--- config.mk ---
export PLATFORM = sky130hd
export DESIGN_NAME = keypad_scanner
export DESIGN_NICKNAME = d
export VERILOG_FILES = /design/src/rtl/keypad_scanner.sv
export SDC_FILE = /design/constraint.sdc
export NUM_CORES = 1
export LEC_CHECK = 0
export ABC_AREA = 0
export BUFFER_PORTS_ARGS = -buffer_cell sky130_fd_sc_hd__buf_2
export CORE_MARGIN = 5
export CORE_UTILIZATION = 55
export CTS_CLUSTER_SIZE = 16
export DETAILED_ROUTE_END_ITERATION = 16
export PLACE_DENSITY_LB_ADDON = 0.1
export SYNTH_ARGS = -nofsm -noshare
export SYNTH_HDL_FRONTEND = slang
export SYNTH_SLANG_ARGS = --single-unit
--- constraint.sdc ---
create_clock -name Keypad_CLK -period 2.4 [get_ports Keypad_CLK]
set_clock_uncertainty 0.15 [all_clocks]
set_input_delay 0.12 -clock Keypad_CLK [delete_from_list [all_inputs] [get_ports Keypad_CLK]]
set_output_delay 0.12 -clock Keypad_CLK [all_outputs]
set_load 0.1 [all_outputs]
--- src/rtl/keypad_scanner.sv ---
// 4x4 matrix keypad scanner.
// Walks an active-low column strobe, debounces a single-key press and its
// release, and reports the accepted key as a hex code with a one-cycle
// valid strobe. Multi-key chords are ignored.
module keypad_scanner #(
  parameter int SCAN_DIV     = 50000,  // cycles per column step (>= 2)
  parameter int DEBOUNCE_CNT = 500000  // stable cycles for press/release (>= 2)
) (
  input  logic       Keypad_CLK,
  input  logic       Keypad_RST,
  input  logic [3:0] Row_IN,
  output logic [3:0] Col_OUT,
  output logic [3:0] Key_OUT,
  output logic       Key_VALID,
  output logic       Key_DOWN
);

  localparam int DIV_W = (SCAN_DIV > 1) ? $clog2(SCAN_DIV) : 1;
  localparam int DB_W  = (DEBOUNCE_CNT > 1) ? $clog2(DEBOUNCE_CNT) : 1;
  localparam logic [DIV_W-1:0] DIV_LAST = DIV_W'(SCAN_DIV - 1);
  localparam logic [DB_W-1:0]  DB_LAST  = DB_W'(DEBOUNCE_CNT - 1);

  typedef enum logic [1:0] {
    SCAN     = 2'd0,
    DEBOUNCE = 2'd1,
    PRESSED  = 2'd2,
    RELEASE  = 2'd3
  } state_t;

  state_t            state_reg;
  logic [3:0]        row_meta_reg;
  logic [3:0]        row_sync_reg;
  logic [1:0]        col_reg;
  logic [1:0]        row_idx_reg;
  logic [DIV_W-1:0]  div_cnt_reg;
  logic [DB_W-1:0]   db_cnt_reg;
  logic [3:0]        key_out_reg;
  logic              key_valid_reg;
  logic              key_down_reg;

  logic              tick;
  logic              row_single;
  logic [1:0]        row_idx_next;
  logic [3:0]        row_pat;

  // Hex code for a (row, col) position on the keypad face.
  function automatic logic [3:0] key_code(input logic [1:0] row, input logic [1:0] col);
    logic [3:0] code;
    case ({row, col})
      4'h0: code = 4'h1;
      4'h1: code = 4'h2;
      4'h2: code = 4'h3;
      4'h3: code = 4'hA;
      4'h4: code = 4'h4;
      4'h5: code = 4'h5;
      4'h6: code = 4'h6;
      4'h7: code = 4'hB;
      4'h8: code = 4'h7;
      4'h9: code = 4'h8;
      4'hA: code = 4'h9;
      4'hB: code = 4'hC;
      4'hC: code = 4'hE;  // '*'
      4'hD: code = 4'h0;
      4'hE: code = 4'hF;  // '#'
      default: code = 4'hD;
    endcase
    return code;
  endfunction

  // Two-flop synchronizer; rows idle high, so reset to all-ones.
  always_ff @(posedge Keypad_CLK) begin
    if (Keypad_RST) begin
      row_meta_reg <= 4'hF;
      row_sync_reg <= 4'hF;
    end else begin
      row_meta_reg <= Row_IN;
      row_sync_reg <= row_meta_reg;
    end
  end

  // Identify a synchronized row pattern with exactly one row pulled low.
  always_comb begin
    row_single   = 1'b1;
    row_idx_next = 2'd0;
    case (row_sync_reg)
      4'b1110: row_idx_next = 2'd0;
      4'b1101: row_idx_next = 2'd1;
      4'b1011: row_idx_next = 2'd2;
      4'b0111: row_idx_next = 2'd3;
      default: row_single   = 1'b0;
    endcase
  end

  // Pattern the held key must keep showing while it is being debounced.
  assign row_pat = ~(4'b0001 << row_idx_reg);

  // Column step strobe; the divider only counts while scanning.
  assign tick = (state_reg == SCAN) && (div_cnt_reg == DIV_LAST);

  // Scan / debounce / report / release sequencer with registered outputs.
  always_ff @(posedge Keypad_CLK) begin
    if (Keypad_RST) begin
      state_reg     <= SCAN;
      col_reg       <= 2'd0;
      row_idx_reg   <= 2'd0;
      div_cnt_reg   <= '0;
      db_cnt_reg    <= '0;
      key_out_reg   <= 4'h0;
      key_valid_reg <= 1'b0;
      key_down_reg  <= 1'b0;
    end else begin
      key_valid_reg <= 1'b0;
      case (state_reg)
        SCAN: begin
          if (tick) begin
            div_cnt_reg <= '0;
            if (row_single) begin
              // Exactly one row low: hold this column and start debouncing.
              row_idx_reg <= row_idx_next;
              db_cnt_reg  <= '0;
              state_reg   <= DEBOUNCE;
            end else begin
              // Nothing pressed, or an ambiguous chord: keep scanning.
              col_reg <= col_reg + 2'd1;
            end
          end else begin
            div_cnt_reg <= div_cnt_reg + 1'b1;
          end
        end
        DEBOUNCE: begin
          if (row_sync_reg == row_pat) begin
            if (db_cnt_reg == DB_LAST) begin
              state_reg     <= PRESSED;
              key_out_reg   <= key_code(row_idx_reg, col_reg);
              key_valid_reg <= 1'b1;
              key_down_reg  <= 1'b1;
            end else begin
              db_cnt_reg <= db_cnt_reg + 1'b1;
            end
          end else begin
            // Bounce or glitch: abandon this key and move on.
            state_reg  <= SCAN;
            db_cnt_reg <= '0;
            col_reg    <= col_reg + 2'd1;
          end
        end
        PRESSED: begin
          state_reg  <= RELEASE;
          db_cnt_reg <= '0;
        end
        RELEASE: begin
          if (row_sync_reg == 4'hF) begin
            if (db_cnt_reg == DB_LAST) begin
              state_reg    <= SCAN;
              db_cnt_reg   <= '0;
              key_down_reg <= 1'b0;
              col_reg      <= col_reg + 2'd1;
            end else begin
              db_cnt_reg <= db_cnt_reg + 1'b1;
            end
          end else begin
            // Any row still low restarts the release window.
            db_cnt_reg <= '0;
          end
        end
        default: state_reg <= SCAN;
      endcase
    end
  end

  // One-cold column drive: a bit is low only for the selected column.
  generate
    for (genvar gi = 0; gi < 4; gi++) begin : g_col
      assign Col_OUT[gi] = (col_reg != 2'(gi));
    end
  endgenerate

  assign Key_OUT   = key_out_reg;
  assign Key_VALID = key_valid_reg;
  assign Key_DOWN  = key_down_reg;

endmodule

# After elaboration in Yosys (flattened, before gate mapping)

Memories as Yosys holds them, arrays and structs flattened. A register that Yosys moved wholly into a read port is not among the register bits.
Cells that the tools add are included.

Add/subtract/negate cells: 3
Eq/ne operators: 24
Shift operators: 1
Mux-type cells: 29
Bitwise operators: 3
Reduce and logical (&&, ||, !) cells: 13

Operators with widths:

| cell                    | count |
|---|---|
| $mux W19                | 6 |
| $pmux W19 S4            | 1 |
| $mux W2                 | 11 |
| $ne A2 B2 Y1 const B    | 10 |
| $add A19 B1 Y19 const B | 1 |
| $eq A19 B19 Y1 const B  | 1 |
| $add A16 B1 Y16 const B | 1 |
| $eq A16 B16 Y1 const B  | 1 |
| $eq A4 B4 Y1 const B    | 4 |
| $mux W16                | 1 |
| $pmux W2 S3             | 2 |
| $reduce_and A5 Y1       | 2 |
| $reduce_and A3 Y1       | 3 |
| $pmux W2 S4             | 1 |
| $mux W1                 | 6 |
| $ne A3 B3 Y1 const B    | 2 |
| $reduce_and A6 Y1       | 1 |
| $eq A2 B2 Y1 const B    | 2 |
| $eq A4 B3 Y1 const B    | 1 |
| $eq A4 B4 Y1            | 1 |
| $not A4 Y4              | 1 |
| $reduce_bool A2 Y1      | 2 |
| $reduce_or A4 Y1        | 1 |
| $shl A1 B2 Y4 const A   | 1 |
| other kinds (9)         | 10 |

Flip-flop bits (word level): 51
ROM bits: 64
Input bits: 6
Word-level logic and storage cells: 83
Memories kept: 1

Memory list:

| memory          | depth | width | rd ports | clocked after memory_dff | write ports | RTL line | RTL |
|---|---|---|---|---|---|---|---|
| (no name shown) | 16    | 4     | 1        | 1                        | 0           | 49       | `case ({row, col})` |

# Logic depth before layout (Yosys ltp)

Depth in word-level cells: 6
Mapped depth: 8
Depth with buffers taken out: 8

# Least setup slack after synthesis

OpenSTA, ideal clock, no wires.

Path kind: reg2reg
From: reg db_cnt_reg[11]
To: reg key_out_reg[0] (netlist: Key_OUT[0])
Library setup time: 0.129 ns
Arrival: 2.253 ns
Data required time: 2.121 ns
Setup slack: -0.132 ns
Cell stages (with the launch flop): 8
Buffers on the path: 2
Period minus slack after synthesis: 2.532 ns
Cells stage by stage: dfxtp_1 > buf_6 > or4_1 > or4_4 > a2111oi_4 > buf_4 > mux2i_1 > nor2_1

Cells in the longest elaborated chain, start to end: 2

RTL lines:

| what                               | RTL line | RTL |
|---|---|---|
| start: declaration                 | 36       | `logic [DB_W-1:0] db_cnt_reg;` |
| start signal: assignment           | 138      | `db_cnt_reg <= db_cnt_reg + 1'b1;` |
| start signal: assignment           | 159      | `db_cnt_reg <= db_cnt_reg + 1'b1;` |
| $eq A19 B19 Y1                     | 132      | `if (db_cnt_reg == DB_LAST) begin` |
| $reduce_and A3 Y1 (no source line) | -        |  |
| end: declaration                   | 37       | `logic [3:0] key_out_reg;` |

No other way between the ends.
A chain may end at the register's enable or synchronous reset.

# Final worst setup path

From: reg row_sync_reg[2]
To: reg db_cnt_reg[4]

Cells in the longest elaborated chain, start to end: 5

RTL lines:

| what                                                | RTL line | RTL |
|---|---|---|
| start: declaration                                  | 32       | `logic [3:0] row_sync_reg;` |
| start signal: assignment                            | 77       | `row_sync_reg <= row_meta_reg;` |
| $eq A4 B3 Y1 / $eq A4 B4 Y1 (equally long branches) | 85       | `case (row_sync_reg)` |
| $reduce_or A4 Y1 (no source line)                   | -        |  |
| $mux W1                                             | 85       |  |
| $ne A2 B2 Y1 (no source line)                       | -        |  |
| $reduce_and A3 Y1 (no source line)                  | -        |  |

Parallel ways exist; a longest one is shown, timed or not.

==> reports/summary.txt <==
Sink Count -> 55
Hold path startpoint -> Keypad_RST
Mapped Area -> 2880 um^2
Number of global-route vias before repair -> 2165
H-tree level count -> 2
Clock Latency Late Sink -> 0.31 ns
Fmax -> 431 MHz
Antenna cells -> 0
Final Cell Area -> 3420 um^2
Final Non-Filler Cells -> 439
CP max FO -> 8
Clock root buffer master -> clkbuf_8
Largest register FFs -> 19
Drt pass-1 iters -> 4
WHS -> 0.0804 ns
CP endpoint kind -> flop
Pwr/cell area -> 517 nW/um^2
# IOs -> 16
Die width -> 82.4 um
Post-Place Cell Area -> 3200 um^2
Slew headroom -> 67.7%
Critical path arrival -> 2.41 ns
GRT Overall Usage -> 18.3%
Routed vias -> 2310
Unrepaired setup endpoints after global routing -> true
Worst EP required -> 2.49 ns
GP Congestion -> 0.834
Clock transition at the registers of the reported paths -> 0.10 ns
Launch point of the worst path -> row_sync_reg[2]
Slowest-stage cell, CP -> or4b_2
Core Region -> 5110 um^2
Die ar. -> 6790 um^2
FILL cells -> 438
Min cycle time layout -> 2.32 ns
Post-Syn Nets -> 342
Share of cells above drive strength 1 -> 24.9%
Gr ovfl total -> 0
Max stage delay on crit path -> 0.62 ns
Asr flop ratio synth -> 0%
Final Cycle Share -> 96.7%
Synth Warn # -> 0
Min-Delay Path Class -> in2reg
MaxCap Viol Count -> 0
Leakage -> 1.26 nW
Final wirelength -> 5.80 mm
Seq/Total Area, Yosys -> 38.2%
Final core utilization -> 67.1%
Final setup vio count -> 0
Max rail drop VDD -> 278 uV
Main flop type after synthesis -> dfxtp_1
IO buf count -> 15
Initial core utilization -> 56.4%
Status -> completed
Cts bufs inserted -> 5
Crit-path cells -> nor3b_1 -> o2111ai_2 -> a21o_1 -> o21ai_2 -> or4b_2 -> a31oi_2
Post-synth EDFFs -> 0
CP startpoint kind -> flop
Number of cells after detailed placement -> 426
Yosys reg bits -> 55
Syn_area_per_cell -> 8.90 um^2
Final setup TNS -> 0 ns
Slew Limit Fails -> 0
Dpl hpwl -> 4.11 mm
Synthesis-to-finish area growth -> 18.8%
DRC Markers -> 0
Via density -> 5.26
Count of cell types in the netlist -> 52
First-pass GRT wire length -> 9.73 mm
Hold Violations, Final -> 0
CP Class -> reg2reg
CTS Buffer Depth -> 2
Worst Tran Pin Value -> 0.487 ns
Antenna Nets Post-Route -> 0
FP Rows -> 26
Reg2Reg Launch Point -> row_sync_reg[2]
First-iteration detailed-routing DRC count -> 72
Largest net degree at the start of global routing -> 26
Die H -> 82.4 um
Initial antenna violation count -> 0
Nets -> 386
Avg WL per Cell -> 13.2 um
Cells after Synth -> 324
CTS tree -> done
-- critical path, delay by kind of cell (launching register included) --
kind            cells  cell delay (ns)
compound gates      4             0.80
flops               1             0.40
simple gates        2             0.89
-- cell type report --
type                            instances  area (um^2)  share of cell area, %
Clock buffer                            7         86.3                   2.52
Clock inverter                          1         8.76                  0.256
Inverter                               15         56.3                   1.64
Multi-Input combinational cell        240         1720                   50.2
Sequential cell                        55         1100                   32.3
Tap cell                               70         87.6                   2.56
Timing Repair Buffer                   51          363                   10.6
-- power by group --
part	internal (W)	total, W	switching (W)	leakage, nW
clock network	0.000237	0.000530	0.000293	0.0484
registers	0.000939	0.000964	0.0000245	0.447
logic	0.000103	0.000277	0.000174	0.763
total	0.00128	0.00177	0.000491	1.26
-- synthesized netlist by cell type (3+ instances only) --
cell,instances,area (um^2)
o21ai_1,6,30.0
ha_1,12,150
nand2b_1,3,18.8
a21oi_1,11,55.1
clkbuf_1,7,26.3
nand4b_1,3,26.3
o21ai_0,4,20.0
and4_1,5,43.8
mux2i_1,6,60.1
nor3b_1,3,22.5
nand3_1,16,80.1
xnor2_1,18,158
a2111oi_0,4,35.0
a211oi_2,5,62.6
nor2_1,42,158
inv_1,15,56.3
dfxtp_1,55,1100
and3b_1,4,35.0
or3_1,5,31.3
a211oi_1,4,30.0
nand4_1,8,50.1
and3_1,4,25.0
xor2_1,11,96.3
nand2_1,23,86.3
or2_2,10,62.6
-- timing repair --
item	CTS	global route
setup endpoints to repair	0	17
hold buffers	4	0
gates resized for setup	0	22
hold endpoints to repair	4	0
setup buffers	0	1
-- cell usage in the layout, fill, tap and decap left out, types with 3 or more instances in the layout --
cell type and count:
nand2_1 23, and4_1 5, or3_1 5, dlygate4sd3_1 4, a21oi_1 11, dfxtp_2 3
nand3_1 16, buf_2 15, nand2b_1 3, ha_1 11, buf_4 30, dfxtp_1 52
or2_2 10, nor3b_1 3, xor2_1 10, clkbuf_8 6, xnor2_1 18, a211oi_2 5
nand4_1 8, and3b_1 4, and3_1 4, o21ai_1 6, a211oi_1 4, nand4b_1 3
nor2_1 42, inv_1 15, mux2i_1 6
-- metal layers --
layer	track usage [%]	vias up	share of wire, %
met5	0	-	0
met4	5.48	0	1.0
met3	4.23	5	2.6
met2	30.2	21	47
met1	23.6	1066	50
li1	-	1218	-
-- stage by stage --
stage          total power [W]  setup slack [ns]
3_3_place_gp           0.00124            0.0652
5_1_grt                0.00187           -0.0169
6_report               0.00177            0.0790
3_5_place_dp           0.00124            0.0328
2_1_floorplan          0.00118            0.0642
4_1_cts                0.00178            0.0105
-- final timing paths --
check	endpoint	slack (ns)	cells after the start
max	db_cnt_reg[4]	0.08	6
min	col_reg[0]	0.08	2
max reg2reg	db_cnt_reg[4]	0.08	6
min reg2reg	row_sync_reg[3]	0.27	1
-- logic make-up (layout without fill, tap and decap cells) --
| logic type | after synthesis | after routing | share of synthesized area (%) |
|---|---|---|---|
| simple gates | 140 | 140 | 25.7 |
| buf+inv | 29 | 74 | 4.64 |
| flops | 55 | 55 | 38.2 |
| xor+xnor | 29 | 29 | 8.81 |
| compound gates | 52 | 52 | 14.5 |
| fa+ha+maj | 12 | 12 | 5.21 |
| mux | 7 | 7 | 2.86 |
Power figures use the tool's default switching activity.
